$ cat src/rtl/vend_fsm_param.sv
// Parameterised vending controller: collects coins, releases one item at PRICE,
// then pays back any surplus credit one UNIT coin per cycle.
module vend_fsm_param #(
   parameter int CW    = 8,
   parameter int PRICE = 15,
   parameter int UNIT  = 5,
   parameter int V0    = 5,
   parameter int V1    = 10,
   parameter int V2    = 20
) (
   input  logic          clock,
   input  logic          reset,
   input  logic          coin_valid,
   input  logic [1:0]    coin_type,
   input  logic          cancel,
   output logic          purchase,
   output logic          change_pulse,
   output logic          coin_reject,
   output logic          busy,
   output logic [CW-1:0] credit,
   output logic [1:0]    state
);

   localparam logic [1:0] IDLE    = 2'b00;
   localparam logic [1:0] COLLECT = 2'b01;
   localparam logic [1:0] VEND    = 2'b10;
   localparam logic [1:0] REFUND  = 2'b11;

   localparam logic [CW-1:0] PRICE_C = CW'(PRICE);
   localparam logic [CW-1:0] UNIT_C  = CW'(UNIT);
   localparam logic [CW-1:0] V0_C    = CW'(V0);
   localparam logic [CW-1:0] V1_C    = CW'(V1);
   localparam logic [CW-1:0] V2_C    = CW'(V2);

   // Reject parameter sets that would make the change loop miss zero or overflow.
   if (UNIT <= 0) begin : g_unit_check
      $error("vend_fsm_param: UNIT must be positive");
   end else if (PRICE <= 0 || V0 <= 0 || V1 <= 0 || V2 <= 0 ||
                PRICE % UNIT != 0 || V0 % UNIT != 0 ||
                V1 % UNIT != 0 || V2 % UNIT != 0 ||
                PRICE + V2 - UNIT >= (2 ** CW)) begin : g_value_check
      $error("vend_fsm_param: illegal PRICE/coin values for CW and UNIT");
   end

   logic [CW-1:0] coin_value;
   logic          collecting;
   logic          take_cancel;
   logic          accept;
   logic [CW-1:0] new_credit;
   logic [CW-1:0] remain;

   always_comb begin
      coin_value = V0_C;
      case (coin_type)
         2'd0:    coin_value = V0_C;
         2'd1:    coin_value = V1_C;
         2'd2:    coin_value = V2_C;
         default: coin_value = '0;
      endcase
   end

   assign collecting  = (state == IDLE) || (state == COLLECT);
   assign take_cancel = (state == COLLECT) && cancel;
   assign accept      = collecting && coin_valid && (coin_type != 2'd3) && !take_cancel;
   assign new_credit  = credit + coin_value;
   assign remain      = credit - PRICE_C;

   assign purchase     = (state == VEND);
   assign change_pulse = (state == REFUND);
   assign busy         = (state == VEND) || (state == REFUND);

   // NOTE: state registers use non-blocking assignments so every flop samples
   // the pre-edge values of its neighbours, matching the hardware.
   always_ff @(posedge clock) begin
      if (reset) begin
         state       <= IDLE;
         credit      <= '0;
         coin_reject <= 1'b0;
      end else begin
         coin_reject <= coin_valid && !accept;
         case (state)
            IDLE, COLLECT: begin
               if (take_cancel) begin
                  state <= REFUND;
               end else if (accept) begin
                  credit <= new_credit;
                  state  <= (new_credit >= PRICE_C) ? VEND : COLLECT;
               end
            end
            VEND: begin
               credit <= remain;
               state  <= (remain != '0) ? REFUND : IDLE;
            end
            default: begin
               credit <= credit - UNIT_C;
               if (credit == UNIT_C) state <= IDLE;
            end
         endcase
      end
   end

endmodule

$ cat config.mk
export PLATFORM = sky130hd
export DESIGN_NAME = vend_fsm_param
export DESIGN_NICKNAME = d
export VERILOG_FILES = /design/src/rtl/vend_fsm_param.sv
export SDC_FILE = /design/constraint.sdc
export NUM_CORES = 1
export LEC_CHECK = 0
export BUFFER_PORTS_ARGS = -buffer_cell sky130_fd_sc_hd__buf_2
export CORE_UTILIZATION = 30
export DETAILED_ROUTE_END_ITERATION = 10
export PLACE_DENSITY_LB_ADDON = 0.12
export SLEW_MARGIN = 40
export SYNTH_ARGS = -nofsm -noshare
export SYNTH_HDL_FRONTEND = slang
export SYNTH_SLANG_ARGS = --single-unit
$ cat constraint.sdc
create_clock -name clock -period 3.31 [get_ports clock]
set_clock_uncertainty 0.2 [all_clocks]
set_input_delay 0.331 -clock clock [delete_from_list [all_inputs] [get_ports clock]]
set_output_delay 0.331 -clock clock [all_outputs]
set_load 0.02 [all_outputs]
==> metrics.yaml, run 1 <==
fin_crit_sh_pct: 79.1
fin_tns_setup_ns: 0
swShare_pct: 49.6
hold_slack_ns: 0.161
io-pin-count: 20
min_path_type: "in2reg"
rsz0062_at_grt: "false"
hpwl_mm: 2.33
insertion_delay_ns: 0.24
layout.cells.non_filler: 213
overflow: 0
intPower_mw: 0.521
route.detailed.drc: 0
syn2layout_area_growth_pct: 13.8
placed_cells: 209
worst_slack_ns: 0.692
cp-end-kind: "flop"
yosys_warnings: 0
layout_common_cells: "buf_2 (19), nand2_1 (16), nor2_1 (13), dfxtp_1 (11)"
synth-seq-cells: 11
clock-sinks: 11
clock.fmax_ghz: 0.382
io_buffers: 19
wl_per_cell_um: 14.3
power_switching_mw: 0.513
setup_viol: 0
drive_gt1_share_pct: 19.8
syn_area_per_cell_um2: 7.43
std_cell_rows: 21
ir_worst_vdd_mv: 0.226
routed_via_density: 5.35
cap_violations: 0
diodes: 0
chipHeight_um: 63.5
die_x_um: 63.5
path_clk_slew_ns: 0.06
slew_violations: 0
cts-resized-gates: 0
syn-num-nets: 166
ant_nets: 0
clkPwrFrac_pct: 13.6
grt_pass1_wl_mm: 5.02
synthArstFlopShare_pct: 0
grt_max_degree: 16
cts_tree: "yes"
ctsHtreeMaxLevel: 1
cp_max_fo: 11
die-area_mm2: 0.00404
groute.usage.overall_pct: 15.9
worst_pin_slew_ns: 0.553
crit_arrival_ns: 2.52
wirelength_mm: 3.05
root_buffer: "clkbuf_8"
synth_ff_type: "dfxtp_1"
post-route-min-period_ns: 2.62
fill_cells: 379
cts_hold_buffers: 0
coreArea_mm2: 0.00347
outcome: "complete, no violations"
cts_buffers: 3
drt-initial-drc-count: 66
synth_area_mm2: 0.00114
worstSetupStartpointType: "flop"
fin_nets: 181
clockBufferDepth: 2
netlist_instances: 153
cp.required_ns: 3.21
synth_edf_count: 0
seqPwrFrac_pct: 28.1
gp_congestion: 0.835
yosysSeqAreaShare_pct: 19.4
antenna_found_initial: 0
initial_core_util_pct: 32.8
cts_setup_buffers: 0
combPwrFrac_pct: 58.3
grt_pass1_vias: 1043
final_common_cell: "buf_2"
hold_violations: 0
netlist-cell-type-count: 48
critical_path_class: "reg2reg"
p_leak_nw: 0.533
slew_headroom_pct: 62.8
p_per_area_mw_per_mm2: 799
vias: 1140
place_ws_ns: 0.676
drt_pre_antenna_iters: 4
## final cells by class
class | instances | area (um^2) | area share (%)
clock buffer | 4 | 45.0 | 3.48
sequential | 11 | 220 | 17.0
multi-input combinational | 121 | 822 | 63.6
tap | 46 | 57.6 | 4.45
timing repair buffer | 21 | 110 | 8.52
inverter | 10 | 37.5 | 2.90
## path summary, 6_finish.rpt
check / cells past startpoint / to / slack [ns] / start
setup / recovery: 7 / state[1]$_SDFFE_PP0P_ / 0.69 / credit[2]$_SDFFE_PP0P_
hold reg to reg: 2 / credit[7]$_SDFFE_PP0P_ / 0.42 / credit[7]$_SDFFE_PP0P_
hold / removal: 2 / coin_reject$_SDFF_PP0_ / 0.16 / coin_valid
setup reg to reg: 7 / state[1]$_SDFFE_PP0P_ / 0.69 / credit[2]$_SDFFE_PP0P_
## cell usage after synthesis (all sizes together) (4+ instances only)
library cell / n / share of area [%]
xnor2: 8 / 6.2
ha: 7 / 7.7
o21ai: 11 / 4.8
buf: 4 / 1.8
nand2: 16 / 5.3
xor2: 4 / 3.1
clkbuf: 7 / 3.2
nor2: 13 / 4.3
a21oi: 10 / 4.4
dfxtp: 11 / 19
a211oi: 7 / 5.1
inv: 9 / 3.0
## state kept, by name, indices dropped and copies added, names as in the netlist
name / count
credit: 8
state: 2
coin_reject: 1
## routing by layer
| layer | vias to the layer above | wire length (um) | share of wire [%] | track usage [%] |
|---|---|---|---|---|
| met4 | 0 | 18 | 0.59 | 2.56 |
| met1 | 537 | 1450 | 47 | 21.2 |
| met3 | 2 | 155 | 5.1 | 4.35 |
| met5 | - | 0 | 0 | 0 |
| li1 | 576 | - | - | - |
| met2 | 25 | 1430 | 47 | 25.5 |
## cells by family after synthesis
| family | Yosys count | synth area share [%] |
|---|---|---|
| and+or+nand+nor | 51 | 22.0 |
| adders and majority gates | 7 | 7.71 |
| muxes | 2 | 2.31 |
| AOI/OAI and AO/OA | 49 | 31.1 |
| buffers and inverters | 21 | 8.26 |
| xor gates and xnor gates | 12 | 9.25 |
| DFF | 11 | 19.4 |
## metrics by stage
stage	total power, mW	utilization (%)	area (um^2)
global placement	0.897	36.0	1250
finish	1.03	37.3	1290
CTS	1.04	37.3	1290
detailed placement	0.900	36.0	1250
global route	1.12	37.3	1290
floorplan	0.755	-	1140
## power groups by stage
| stage | sequential, mW | combinational, mW | clock, mW |
|---|---|---|---|
| final | 0.291 | 0.602 | 0.140 |
| after detailed placement | 0.294 | 0.606 | 0 |
| after global placement | 0.293 | 0.604 | 0 |
| after floorplan | 0.273 | 0.482 | 0 |
| after CTS | 0.291 | 0.608 | 0.145 |
| after global routing | 0.306 | 0.669 | 0.149 |
## critical path, stage by stage (launching register included)
cell      delay (ns)
dfxtp_1         0.54
ha_1            0.39
a31oi_2         0.23
a21oi_1         0.12
or2_1           0.25
mux2_4          0.31
o41ai_2         0.34
a221oi_2        0.09
Note: power is estimated with default switching activity, not from simulation.
==> run 2: changes to the inputs <==
clock period = 2.3 ns   (was 3.31 ns; I/O delays follow)
==> run 2 against run 1 <==
  * Flip-flop and latch count unchanged
  * Largest power group unchanged
  * Cell area increased by 14%
  * Total power up 62%
  * Utilization increased by 5.1 points
  * Worst hold slack got worse by 0.10 ns
  * Combinational power increased by 81%
  * Via count up 6.2%
  * Global-route usage grew 1.4 points
  * Setup slack worse by 0.60 ns
==> metrics.yaml, run 2 (synthesis gave the netlist of run 1 again) <==
outcome: "complete, no violations"  # unchanged
hp-start: "coin_valid"  # unchanged
worstSetupStartpointType: "flop"  # unchanged
clockBufferDepth: 2  # unchanged
cts_buffers: 3  # unchanged
cp_max_fo: 3  # was 11
grt_pass1_vias: 1129  # was 1043
std_cell_rows: 21  # unchanged
slew_violations: 0  # unchanged
cap_violations: 0  # unchanged
cpPeakStageDelay_ns: 0.36  # was 0.54 ns
path_clk_slew_ns: 0.05  # was 0.06 ns
drt_pre_antenna_iters: 4  # unchanged
grt_pass1_wl_mm: 5.36  # was 5.02 mm
ir_worst_vdd_mv: 0.392  # was 0.226 mV
layout_common_cells: "buf_2 (19), buf_4 (19), nand2_1 (16), nor2_1 (13), a21oi_1 (10)"  # was buf_2 (19), nand2_1 (16), nor2_1 (13), dfxtp_1 (11)
chipHeight_um: 63.5  # unchanged
ant_nets: 0  # unchanged
crit_arrival_ns: 2.12  # was 2.52 ns
initial_core_util_pct: 32.8  # unchanged
cp-end-kind: "flop"  # unchanged
top_register: "credit"  # unchanged
clock-sinks: 11  # unchanged
routed_via_density: 5.27  # was 5.35
cts_setup_buffers: 0  # unchanged
layout.cells.non_filler: 230  # was 213
hold_violations: 0  # unchanged
grt_max_degree: 12  # was 16
p_per_area_mw_per_mm2: 1140  # was 799 mW/mm^2
worst_pin_slew_ns: 0.449  # was 0.553 ns
min_path_type: "in2reg"  # unchanged
timing.rr.end: "state[1]$_SDFFE_PP0P_"  # unchanged
overflow: 0  # unchanged
cts_tree: "yes"  # unchanged
clock.fmax_ghz: 0.452  # was 0.382 GHz
hpwl_mm: 2.58  # was 2.33 mm
io-pin-count: 20  # unchanged
hold_end: "coin_reject$_SDFF_PP0_"  # unchanged
top_regs: "credit x8, state x2, coin_reject x1"  # unchanged
drive_gt1_share_pct: 30.4  # was 19.8%
p_leak_nw: 0.625  # was 0.533 nW
fill_cells: 374  # was 379
die-area_mm2: 0.00404  # unchanged
vias: 1211  # was 1140
worstHoldPathCells: 2  # unchanged
slew_headroom_pct: 69.9  # was 62.8%
route.detailed.drc: 0  # unchanged
post-route-min-period_ns: 2.21  # was 2.62 ns
setup_viol: 0  # unchanged
die_x_um: 63.5  # unchanged
syn2layout_area_growth_pct: 29.3  # was 13.8%
ff2ff_setup_slack_ns: 0.09  # was 0.69 ns
slowest_stage: "dfxtp_2"  # was dfxtp_1
path_delay_family: "compound AO/OA/AOI/OAI gates"  # unchanged
diodes: 0  # unchanged
placed_cells: 226  # was 209
root_buffer: "clkbuf_8"  # unchanged
ctsHtreeMaxLevel: 1  # unchanged
critical_path_class: "reg2reg"  # unchanged
fin_crit_sh_pct: 96.2  # was 79.1%
cp.required_ns: 2.21  # was 3.21 ns
wl_per_cell_um: 14.4  # was 14.3 um
cp_cell_sequence: "ha_4 -> a31oi_2 -> a21oi_1 -> or2_1 -> mux2_4 -> o41ai_4 -> a221oi_2"  # was ha_1 -> a31oi_2 -> a21oi_1 -> or2_1 -> mux2_4 -> o41ai_2 -> a221oi_2
ff2ff_path_depth: 7  # unchanged
io_buffers: 19  # unchanged
rsz0062_at_grt: "false"  # unchanged
gp_congestion: 0.812  # was 0.835
largest_reg_flops: 8  # unchanged
coreArea_mm2: 0.00347  # unchanged
final_area_mm2: 0.00147  # was 0.00129 mm^2
drt-initial-drc-count: 102  # was 66
antenna_found_initial: 0  # unchanged
fin_nets: 198  # was 181
groute.usage.overall_pct: 17.2  # was 15.9%
insertion_delay_ns: 0.24  # about the same
post_dp_cell_area_mm2: 0.00139  # was 0.00125 mm^2
wirelength_mm: 3.31  # was 3.05 mm
r2r-start: "credit[2]$_SDFFE_PP0P_"  # unchanged
worst-path-buf-inv: 0  # unchanged
[run 2: layout make-up]
| class | instances | area, um^2 | area share (%) |
|---|---|---|---|
| timing repair buffer | 38 | 238 | 16.2 |
| tap | 46 | 57.6 | 3.92 |
| inverter | 10 | 37.5 | 2.56 |
| multi-input combinational | 121 | 867 | 59.0 |
| sequential | 11 | 224 | 15.2 |
| clock buffer | 4 | 45.0 | 3.07 |
[run 2: where the power goes]
| group | internal [mW] | leakage, nW | switching, mW |
|---|---|---|---|
| Clock | 0.122 | 0.0228 | 0.0801 |
| Sequential | 0.259 | 0.0919 | 0.121 |
| Combinational | 0.487 | 0.510 | 0.603 |
[run 2: worst register-to-register path: stages, from the launching register on]
cell and delay [ns]:
dfxtp_2 0.36, ha_4 0.22, a31oi_2 0.19, a21oi_1 0.11, or2_1 0.25, mux2_4 0.32
o41ai_4 0.34, a221oi_2 0.09
[run 2: worst max-delay path by stage]
| stage | from | end | depth (start not counted) |
|---|---|---|---|
| floorplan | credit[2]$_SDFFE_PP0P_ | state[1]$_SDFFE_PP0P_ | 7 |
| global placement | coin_type[0] | state[1]$_SDFFE_PP0P_ | 9 |
| detailed placement | coin_type[0] | state[1]$_SDFFE_PP0P_ | 9 |
| CTS | credit[2]$_SDFFE_PP0P_ | state[1]$_SDFFE_PP0P_ | 7 |
| global route | credit[1]$_SDFFE_PP0P_ | state[0]$_SDFFE_PP0P_ | 9 |
| finish | credit[2]$_SDFFE_PP0P_ | state[1]$_SDFFE_PP0P_ | 7 |
[run 2: repair_timing]
action,in CTS,in global routing
pin swaps,0,2
setup endpoints to repair,1,1
gates resized for setup,2,6
hold buffers,0,0
[run 2: routing by layer]
layer | global-route usage (%) | wire, um | up-vias
li1 | - | - | 606
met5 | 0 | 0 | -
met1 | 21.7 | 1550 | 566
met3 | 3.44 | 130 | 8
met2 | 29.0 | 1560 | 31
met4 | 5.68 | 72 | 0
[run 2: stage by stage]
stage | setup slack, ns | power [mW] | utilization, % | hold WS, ns | TNS (ns)
6_report | 0.0882 | 1.67 | 42.4 | 0.0607 | 0
4_1_cts | 0.0294 | 1.63 | 41.5 | 0.0595 | 0
5_1_grt | 0.000804 | 1.81 | 42.4 | 0.0877 | 0
2_1_floorplan | 0.000837 | 1.10 | - | 0.197 | 0
3_5_place_dp | -0.163 | 1.41 | 40.1 | 0.317 | -0.258
3_3_place_gp | -0.0817 | 1.41 | 40.1 | 0.319 | -0.120
==> run 3: changes to the inputs <==
--- a/config.mk
+++ b/config.mk
@@ -8,5 +8,5 @@
 export BUFFER_PORTS_ARGS = -buffer_cell sky130_fd_sc_hd__buf_2
-export CORE_UTILIZATION = 30
+export CORE_UTILIZATION = 50
 export DETAILED_ROUTE_END_ITERATION = 10
-export PLACE_DENSITY_LB_ADDON = 0.12
+export PLACE_DENSITY = 0.72
 export SLEW_MARGIN = 40
==> constraint.sdc (replaced) <==
create_clock -name clock -period 2.3 [get_ports clock]
set_clock_uncertainty 0.2 [all_clocks]
set_input_delay 0.46 -clock clock [delete_from_list [all_inputs] [get_ports clock]]
set_output_delay 0.46 -clock clock [all_outputs]
set_load 0.02 [all_outputs]
==> run 3 against run 2 <==
  * Combinational power is 6% higher
  * Count of clock-buffer cells in the layout stayed put
  * Final cell count is 7.0% lower
  * Cell area is 2.8% higher
  * Total power is 0.12% lower
  * First-iteration DRC count is 21% lower
  * Sequential share of layout area is 0.42 points lower
  * Critical path type is now in2reg
  * Largest cell class unchanged
  * Largest power group unchanged
==> metrics.yaml, run 3 (synthesis gave the netlist of run 1 again) <==
fin_tns_setup_ns: 0  # unchanged
die_x_um: 49.7  # was 63.5 um
ctsHtreeMaxLevel: 1  # unchanged
overflow: 0  # unchanged
slew_headroom_pct: 73.3  # was 69.9%
ff2ff_path_depth: 7  # unchanged
initial_core_util_pct: 55.6  # was 32.8%
hpwl_mm: 2.38  # was 2.58 mm
endpoint: "state[1]$_SDFFE_PP0P_"  # unchanged
die-area_mm2: 0.00247  # was 0.00404 mm^2
fin_crit_sh_pct: 98.7  # was 96.2%
worst_pin_slew_ns: 0.399  # was 0.449 ns
cap_violations: 0  # unchanged
routed_via_density: 5.93  # was 5.27
std_cell_rows: 16  # was 21
root_buffer: "clkbuf_4"  # was clkbuf_8
cp.depth: 9  # was 7
r2r-start: "credit[2]$_SDFFE_PP0P_"  # unchanged
grt_pass1_wl_mm: 5.58  # was 5.36 mm
timing.rr.end: "state[1]$_SDFFE_PP0P_"  # unchanged
cpPeakStageDelay_ns: 0.35  # was 0.36 ns
critical_path_class: "in2reg"  # was reg2reg
drt-initial-drc-count: 81  # was 102
worstSetupStartpointType: "primary input"  # was flop
top_regs: "credit x8, state x2, coin_reject x1"  # unchanged
layout.cells.non_filler: 214  # was 230
worst-path-buf-inv: 1  # was 0
placed_cells: 208  # was 226
hold_violations: 0  # unchanged
p_per_area_mw_per_mm2: 1110  # was 1140 mW/mm^2
drive_gt1_share_pct: 36.4  # was 30.4%
antenna_found_initial: 0  # unchanged
cp.required_ns: 2.26  # was 2.21 ns
io-pin-count: 20  # unchanged
top_register: "credit"  # unchanged
grt_pass1_vias: 1183  # was 1129
p_leak_nw: 0.639  # was 0.625 nW
crit_arrival_ns: 2.23  # was 2.12 ns
vias: 1268  # was 1211
path_clk_slew_ns: 0.08  # was 0.05 ns
gp_congestion: 0.906  # was 0.812
cts_tree: "yes"  # unchanged
clock-sinks: 11  # unchanged
route.detailed.drc: 0  # unchanged
ff2ff_setup_slack_ns: 0.08  # was 0.09 ns
cts_buffers: 3  # unchanged
layout_common_cells: "buf_4 (23), buf_2 (18), nand2_1 (15), nor2_1 (13), dfxtp_1 (10)"  # was buf_2 (19), buf_4 (19), nand2_1 (16), nor2_1 (13), a21oi_1 (10)
chipHeight_um: 49.7  # was 63.5 um
worst_slack_ns: 0.0308  # was 0.0882 ns
clockBufferDepth: 2  # unchanged
fin_nets: 201  # was 198
insertion_delay_ns: 0.28  # was 0.24 ns
grt_max_degree: 12  # unchanged
final_common_cell: "buf_4"
largest_reg_flops: 8  # unchanged
wl_per_cell_um: 15.9  # was 14.4 um
slew_violations: 0  # unchanged
clock.fmax_ghz: 0.441  # was 0.452 GHz
coreArea_mm2: 0.00204  # was 0.00347 mm^2
ir_worst_vdd_mv: 0.819  # was 0.392 mV
syn2layout_area_growth_pct: 32.9  # was 29.3%
cp_cell_sequence: "buf_2 -> nor2_1 -> ha_2 -> a31oi_4 -> a21oi_2 -> or2_1 -> mux2_4 -> o41ai_4 -> a221oi_2"  # was ha_4 -> a31oi_2 -> a21oi_1 -> or2_1 -> mux2_4 -> o41ai_4 -> a221oi_2
setup_viol: 0  # unchanged
slowest_stage: "o41ai_4"  # was dfxtp_2
path_delay_family: "compound AO/OA/AOI/OAI gates"  # unchanged
wirelength_mm: 3.40  # was 3.31 mm
outcome: "complete, no violations"  # unchanged
groute.usage.overall_pct: 29.8  # was 17.2%
rsz0062_at_grt: "false"  # unchanged
io_buffers: 19  # unchanged
ant_nets: 0  # unchanged
cp_max_fo: 5  # was 3
diodes: 0  # unchanged
place_ws_ns: -0.375  # was -0.163 ns
cts_hold_buffers: 0  # unchanged
final_area_mm2: 0.00151  # was 0.00147 mm^2
startpoint: "coin_type[1]"  # was credit[2]$_SDFFE_PP0P_
cp-end-kind: "flop"  # unchanged
post-route-min-period_ns: 2.27  # was 2.21 ns
drt_pre_antenna_iters: 5  # was 4
post_dp_cell_area_mm2: 0.00138  # was 0.00139 mm^2
min_path_type: "in2reg"  # unchanged
run 3: cell count changes in the layout (fill, tap and decap cells not counted), moves of 3 or more:
cell      change
buf_4         +4
dfxtp_2       -3
clkbuf_4      +3
clkbuf_8      -3
run 3: through the flow:
stage	hold slack (ns)	total power, mW	util (%)
4_1_cts	0.260	1.59	70.1
2_1_floorplan	0.427	1.11	-
6_report	0.257	1.67	74.0
5_1_grt	0.255	1.80	74.0
3_5_place_dp	0.334	1.40	67.6
3_3_place_gp	0.324	1.38	67.6
run 3: where the power goes:
| group | total, mW | switching [mW] | internal, mW |
|---|---|---|---|
| Combinational | 1.15 | 0.632 | 0.515 |
| Sequential | 0.378 | 0.120 | 0.258 |
| Clock | 0.146 | 0.0782 | 0.0674 |
run 3: what timing repair did:
action                     4_1_cts  5_1_grt
pin swaps                        1        4
resized for setup                4       17
setup endpoints to repair        2        5
setup buffers                    1        1
run 3: worst min path at each step:
stage,cells after the start,startpoint,slack (ns),to
after global placement,2,credit[1]$_SDFFE_PP0P_,0.32,credit[1]$_SDFFE_PP0P_
final,2,coin_valid,0.26,coin_reject$_SDFF_PP0_
after detailed placement,2,credit[1]$_SDFFE_PP0P_,0.33,credit[1]$_SDFFE_PP0P_
after floorplan,1,coin_valid,0.43,coin_reject$_SDFF_PP0_
after CTS,2,coin_valid,0.26,coin_reject$_SDFF_PP0_
after global routing,2,coin_valid,0.26,coin_reject$_SDFF_PP0_
run 3: cell type report:
| type | instances | area (um^2) |
|---|---|---|
| Clock buffer | 4 | 26.3 |
| Fill cell | 160 | 532 |
| Inverter | 10 | 37.5 |
| Multi-Input combinational cell | 121 | 926 |
| Sequential cell | 11 | 224 |
| Tap cell | 27 | 33.8 |
| Timing Repair Buffer | 41 | 263 |
run 3: layer usage:
layer,wire length [um],up-vias,track usage (%)
met5,0,-,0
met4,82,0,16.2
met3,301,9,6.17
met2,1550,74,43.9
met1,1460,571,40.0
li1,-,614,-
